### src/rtl/config_write_scheduler.sv
// Queues host config writes and commits them to the shadow register file in
// bursts aligned to the core's sample boundary, followed by a single apply pulse.
module config_write_scheduler #(
    parameter int FIFO_DEPTH = 8,
    parameter int MAX_BURST  = 8
) (
    input  logic                          i_Clock,
    input  logic                          i_Reset_n,
    input  logic                          i_WriteValid,
    output logic                          o_WriteReady,
    input  logic [9:0]                    i_WriteAddr,
    input  logic [15:0]                   i_WriteData,
    input  logic                          i_SampleReady,
    output logic                          o_CommitValid,
    output logic [9:0]                    o_CommitAddr,
    output logic [15:0]                   o_CommitData,
    output logic                          o_Apply,
    output logic [$clog2(FIFO_DEPTH):0]   o_Pending,
    output logic                          o_AddrError,
    output logic                          o_Overrun,
    input  logic                          i_ClearFlags
);
    localparam int AW = $clog2(FIFO_DEPTH);
    localparam int CW = AW + 1;
    localparam logic [CW-1:0] DEPTH_C = CW'(FIFO_DEPTH);
    localparam logic [CW-1:0] BURST_C = CW'(MAX_BURST);

    typedef struct packed {
        logic [9:0]  addr;
        logic [15:0] data;
    } cfg_wr_t;

    typedef enum logic [1:0] {IDLE, DRAIN, APPLY} state_t;

    cfg_wr_t        mem [FIFO_DEPTH];
    logic [AW-1:0]  wr_ptr, rd_ptr;
    logic [CW-1:0]  rem;
    state_t         state;

    logic           accept, bad_op, push, start, pop;
    logic [CW-1:0]  snap;

    assign o_WriteReady = (o_Pending != DEPTH_C);
    assign accept = i_WriteValid && o_WriteReady;
    assign bad_op = (i_WriteAddr[5:3] > 3'd5);
    assign push   = accept && !bad_op;

    // The first entry is popped on the boundary edge itself so the commit
    // strobe is visible in the very next cycle; rem counts the rest.
    assign snap  = (o_Pending > BURST_C) ? BURST_C : o_Pending;
    assign start = (state == IDLE) && i_SampleReady && (o_Pending != '0);
    assign pop   = start || ((state == DRAIN) && (rem != '0));

    always_ff @(posedge i_Clock) begin
        if (push) mem[wr_ptr] <= cfg_wr_t'{addr: i_WriteAddr, data: i_WriteData};
    end

    always_ff @(posedge i_Clock or negedge i_Reset_n) begin
        if (!i_Reset_n) begin
            wr_ptr        <= '0;
            rd_ptr        <= '0;
            o_Pending     <= '0;
            rem           <= '0;
            state         <= IDLE;
            o_CommitValid <= 1'b0;
            o_CommitAddr  <= '0;
            o_CommitData  <= '0;
            o_Apply       <= 1'b0;
            o_AddrError   <= 1'b0;
            o_Overrun     <= 1'b0;
        end else begin
            if (push) wr_ptr <= wr_ptr + 1'b1;
            if (pop) begin
                rd_ptr       <= rd_ptr + 1'b1;
                o_CommitAddr <= mem[rd_ptr].addr;
                o_CommitData <= mem[rd_ptr].data;
            end
            o_Pending     <= o_Pending + CW'(push) - CW'(pop);
            o_CommitValid <= pop;
            o_Apply       <= 1'b0;

            case (state)
                IDLE: if (start) begin
                    rem   <= snap - 1'b1;
                    state <= DRAIN;
                end
                DRAIN: if (rem != '0) begin
                    rem <= rem - 1'b1;
                end else begin
                    o_Apply <= 1'b1;
                    state   <= APPLY;
                end
                APPLY: state <= IDLE;
                default: state <= IDLE;
            endcase

            // A same-edge set beats the clear
            o_AddrError <= (o_AddrError && !i_ClearFlags) || (accept && bad_op);
            o_Overrun   <= (o_Overrun && !i_ClearFlags) || (i_SampleReady && (state != IDLE));
        end
    end
endmodule

### config.mk
export PLATFORM = sky130hd
export DESIGN_NAME = config_write_scheduler
export DESIGN_NICKNAME = d
export VERILOG_FILES = /design/src/rtl/config_write_scheduler.sv
export SDC_FILE = /design/constraint.sdc
export NUM_CORES = 1
export LEC_CHECK = 0
export CAP_MARGIN = 15
export CORE_MARGIN = 2
export CORE_UTILIZATION = 45
export CTS_CLUSTER_SIZE = 28
export DETAILED_ROUTE_END_ITERATION = 12
export PLACE_DENSITY = 0.66
export SLEW_MARGIN = 20
export SYNTH_ARGS = -nofsm -noshare
export SYNTH_HDL_FRONTEND = slang
export SYNTH_SLANG_ARGS = --single-unit
### constraint.sdc
create_clock -name i_Clock -period 3.7 [get_ports i_Clock]
set_input_delay 0.74 -clock i_Clock [delete_from_list [all_inputs] [get_ports i_Clock]]
set_output_delay 0.74 -clock i_Clock [all_outputs]
set_load 0.05 [all_outputs]
==> metrics.log <==
[metrics] max-capacitance violation count: 0
[metrics] Register Area: ~7400 µm²
[metrics] power density of the placed cells: 844 nW/µm²
[metrics] PostCTS Resize Cnt: 0
[metrics] CP Max Fanout: 3
[metrics] clock network latency to the later pin of the worst-skew pair: 0.54 ns
[metrics] part of the total power dissipated in sequential elements: 41.2%
[metrics] Final Hold Fails: 0
[metrics] number of global-route vias before repair: between 5,000 and 6,000
[metrics] area of the placeable core: 21,200 µm²
[metrics] Setup Crit Path Kind: reg2out
[metrics] NetSw: 3340 µW
[metrics] Slowest cell on crit path: sky130_fd_sc_hd__clkdlybuf4s50_1
[metrics] port bufs: 65
[metrics] highest-count cells in the layout ignoring fill and taps: sky130_fd_sc_hd__edfxtp_1, sky130_fd_sc_hd__clkdlybuf4s50_1, sky130_fd_sc_hd__mux4_2
[metrics] leading post-synthesis cells by cell area: sky130_fd_sc_hd__edfxtp_1, sky130_fd_sc_hd__mux4_2, sky130_fd_sc_hd__dfrtp_1
[metrics] static leakage power: 0.00405 µW
[metrics] number of buffer and inverter stages on the critical path: 2
[metrics] Post-Syn Nets: about 540
[metrics] total of endpoints with negative setup slack in the final report: 0
[metrics] Least-Margin Pin Slew: about 0.8 ns
[metrics] count of state elements after synthesis: 254
[metrics] GRT Residual Overflow: 0
[metrics] Top Family by Delay on Critical Path: buffers and inverters
[metrics] antenna violations before repair: 0
[metrics] maximum number of pins on one net before global-route repair: 62
[metrics] count of synthesis-stage warnings from yosys: 0
[metrics] library cell with the largest summed area after synthesis: sky130_fd_sc_hd__edfxtp_1
[metrics] number of distinct library cells after synthesis: 40
[metrics] starting utilization of the core area: between 40% and 50%
[metrics] maximum clock insertion buffer count: 3
[metrics] portion of the clock cycle consumed by the worst path in the final layout: 84.8%
[metrics] net switching share of the total power: between 30% and 40%
[metrics] mean instance size in the synthesized netlist: 19.8 µm²
[metrics] crit path cell chain: inv_1, ha_1, or3b_2, clkdlybuf4s50_1
[metrics] number of top-level design ports: 66
[metrics] CTS sink cnt: 254
[metrics] number of placement rows: 53
[metrics] Detail Placement HPWL: 10.6 mm
[metrics] RSZ-0062 raised after global routing: false
[metrics] H-tree lvl count: 1
[metrics] clock-pin slew on the worst setup and hold paths: 0.06 ns
[metrics] total negative slack: 0 ns
[metrics] average vias per placed instance: roughly 5.4
[metrics] count of final max-slew check failures: 0
[metrics] GRT Overall Usage: between 10% and 20%
[metrics] run status: finished, final reports clean
[metrics] commonest non-fill, non-tap cell in the layout: sky130_fd_sc_hd__edfxtp_1
[metrics] logic gate share of total power: approximately 34%
[metrics] number of iterations in the first detailed-routing pass: 4
[metrics] DRC marker count from the first detailed-route iteration: roughly 260
[metrics] DR WL/cell: between 20 and 25 µm
[metrics] worst slack on hold paths: 0.290 ns
[metrics] sequential fraction of the synthesis area: 75.6%
[metrics] synthesized instance count: 494
[metrics] power share of the clock group: ~25%
[metrics] Reg2Reg Depth: 11
[metrics] VDD IR-drop max: roughly 640 µV
[metrics] Max stage delay on crit path: 0.73 ns
[metrics] sum of routed wire length over all layers: 18.3 mm
[metrics] number of remaining DRC errors: 0
[metrics] global placement routability congestion: 0.772
[metrics] Inserted Clock Buffers: 27
[metrics] die height: 151 µm
[metrics] Hold Buf Count CTS: 0
[metrics] remaining max-slew budget at the tightest pin: 47.8%
[metrics] kind of end point of the critical path: primary output
[metrics] number of fillers in the final layout: ~1,600
[metrics] worst clock skew on the final layout: 0.0178 ns
[metrics] wire length of the first global-routing pass: 28.6 mm
[metrics] share of cells above drive strength 1: around 22%
[metrics] critical register-to-register path startpoint: o_Pending[2]
[metrics] Worst R2R Setup Slack: 1.09 ns
[metrics] post-layout power: between 9000 and 10,000 µW
[metrics] Worst path depth: 4
[metrics] mapped cell area: 9780 µm²
[metrics] TritonCTS clock tree: done
[metrics] main flop type after synthesis: sky130_fd_sc_hd__edfxtp_1
[metrics] post-route antenna net violation count: 0
[metrics] footprint of the multi-input gates: 2260 µm²
[metrics] final antenna diode count: 0
[metrics] arrival time at the worst endpoint: 2.40 ns
[metrics] Cell Int Power: 6540 µW
[metrics] Achievable Freq: 319 MHz
[metrics] P&R area growth vs syn: 19.6%
[metrics] area enclosed by the die boundary: 22,900 µm²
[metrics] Die Wd: 151 µm
[metrics] count of flip-flops with a built-in enable after synthesis: 208
[metrics] startpoint of the most critical setup path: o_Pending[2]
[metrics] shortest period the worst path allows: 3.14 ns
[metrics] async set or reset register ratio after synthesis: between 10% and 20%
[metrics] Critical R2R Capture: o_Pending[3]
[metrics] clock root buffer master: sky130_fd_sc_hd__clkbuf_16
[metrics] Setup crit start kind: flip-flop
[metrics] worst setup path end: o_WriteReady
[metrics] HP Class: in2async
[metrics] total number of nets in the final design: between 600 and 700
[metrics] post-CTS setup-driven buffer insertion count: 0
[metrics] via count of the routed design: 4,764
[metrics] share of Yosys cell area claimed by the top area cell type: a little under two thirds
[metrics] Worst Path Required: roughly 3.0 ns
[sequential cells by signal, summed over array words and instances (netlist names)]
name and count:
mem 208, o_AddrError 1, o_Apply 1, o_CommitAddr 10
o_CommitData 16, o_CommitValid 1, o_Overrun 1, o_Pending 4
rd_ptr 3, rem 4, state 2, wr_ptr 3
[worst min path at each step]
stage / endpoint / depth (start not counted) / slack (ns)
after floorplan: o_AddrError / 0 / 0.44
after global placement: o_CommitData[3] / 2 / 0.51
after detailed placement: o_CommitAddr[9] / 2 / 0.52
after CTS: wr_ptr[0] / 1 / 0.31
after global routing: wr_ptr[0] / 1 / 0.32
final: wr_ptr[0] / 1 / 0.29
[power groups by stage]
| stage | Sequential [µW] | Clock, µW | Combinational [µW] |
|---|---|---|---|
| 4_1_cts | 4090 | 2570 | 3370 |
| 5_1_grt | 4140 | 2670 | 3590 |
| 3_5_place_dp | 4140 | 0 | 3350 |
| 2_1_floorplan | 4520 | 0 | 1960 |
| 6_report | 4070 | 2500 | 3310 |
| 3_3_place_gp | 4110 | 0 | 3290 |
[routing by layer]
layer	GRT usage, %	up-vias	wire length [µm]
met3	2.95	33	696
met2	28.3	96	9110
li1	-	2155	-
met4	4.44	0	408
met5	0	-	0
met1	22.7	2480	8100
[cell type report]
class	count	area share, %
sequential	254	63.2
timing repair buffer	87	7.03
clock buffer	35	6.20
multi-input combinational	208	19.3
inverter	10	0.321
clock inverter	14	0.941
tap	275	2.94
[cell families (layout without fill, tap and decap cells)]
| family | count (synthesis) | in the layout | share of synthesized area, % |
|---|---|---|---|
| mux | 80 | 80 | 14.9 |
| fa+ha+maj | 11 | 11 | 1.48 |
| simple gates | 68 | 68 | 3.35 |
| compound gates | 44 | 44 | 2.58 |
| xor+xnor | 5 | 5 | 0.448 |
| flops | 254 | 254 | 75.6 |
| buf+inv | 32 | 146 | 1.66 |
[Yosys cell counts (2+ instances only)]
master,count
sky130_fd_sc_hd__buf_2,7
sky130_fd_sc_hd__inv_1,10
sky130_fd_sc_hd__nor3_1,3
sky130_fd_sc_hd__nand2_1,14
sky130_fd_sc_hd__o21ai_0,3
sky130_fd_sc_hd__nor2_1,35
sky130_fd_sc_hd__nand2b_1,4
sky130_fd_sc_hd__mux2i_1,26
sky130_fd_sc_hd__mux4_2,52
sky130_fd_sc_hd__and2_1,2
sky130_fd_sc_hd__xnor2_1,3
sky130_fd_sc_hd__clkbuf_1,3
sky130_fd_sc_hd__buf_4,7
sky130_fd_sc_hd__buf_1,4
sky130_fd_sc_hd__a21oi_1,33
sky130_fd_sc_hd__ha_1,10
sky130_fd_sc_hd__dfrtp_1,46
sky130_fd_sc_hd__edfxtp_1,208
sky130_fd_sc_hd__mux2_2,2
sky130_fd_sc_hd__xor2_1,2
[stage by stage]
step	setup WS, ns	util (%)	area [µm²]	std cells
6_report	0.562	55.3	11700	883
5_1_grt	0.488	55.3	11700	883
4_1_cts	0.545	55.3	11700	883
3_5_place_dp	0.707	51.4	10900	834
3_3_place_gp	0.746	51.4	10900	834
2_1_floorplan	0.386	-	9790	494
[worst register-to-register path, cell delays in order, from the launching register on]
cell                      delay (ns)
sky130_fd_sc_hd__dfrtp_1        0.39
sky130_fd_sc_hd__inv_1          0.11
sky130_fd_sc_hd__ha_1           0.14
sky130_fd_sc_hd__or3b_2         0.50
sky130_fd_sc_hd__and3_1         0.24
sky130_fd_sc_hd__inv_1          0.10
sky130_fd_sc_hd__ha_1           0.20
sky130_fd_sc_hd__inv_1          0.06
sky130_fd_sc_hd__ha_1           0.26
sky130_fd_sc_hd__a21o_1         0.17
sky130_fd_sc_hd__a21oi_1        0.17
sky130_fd_sc_hd__xor2_1         0.17
Power figures use the tool's default switching activity.
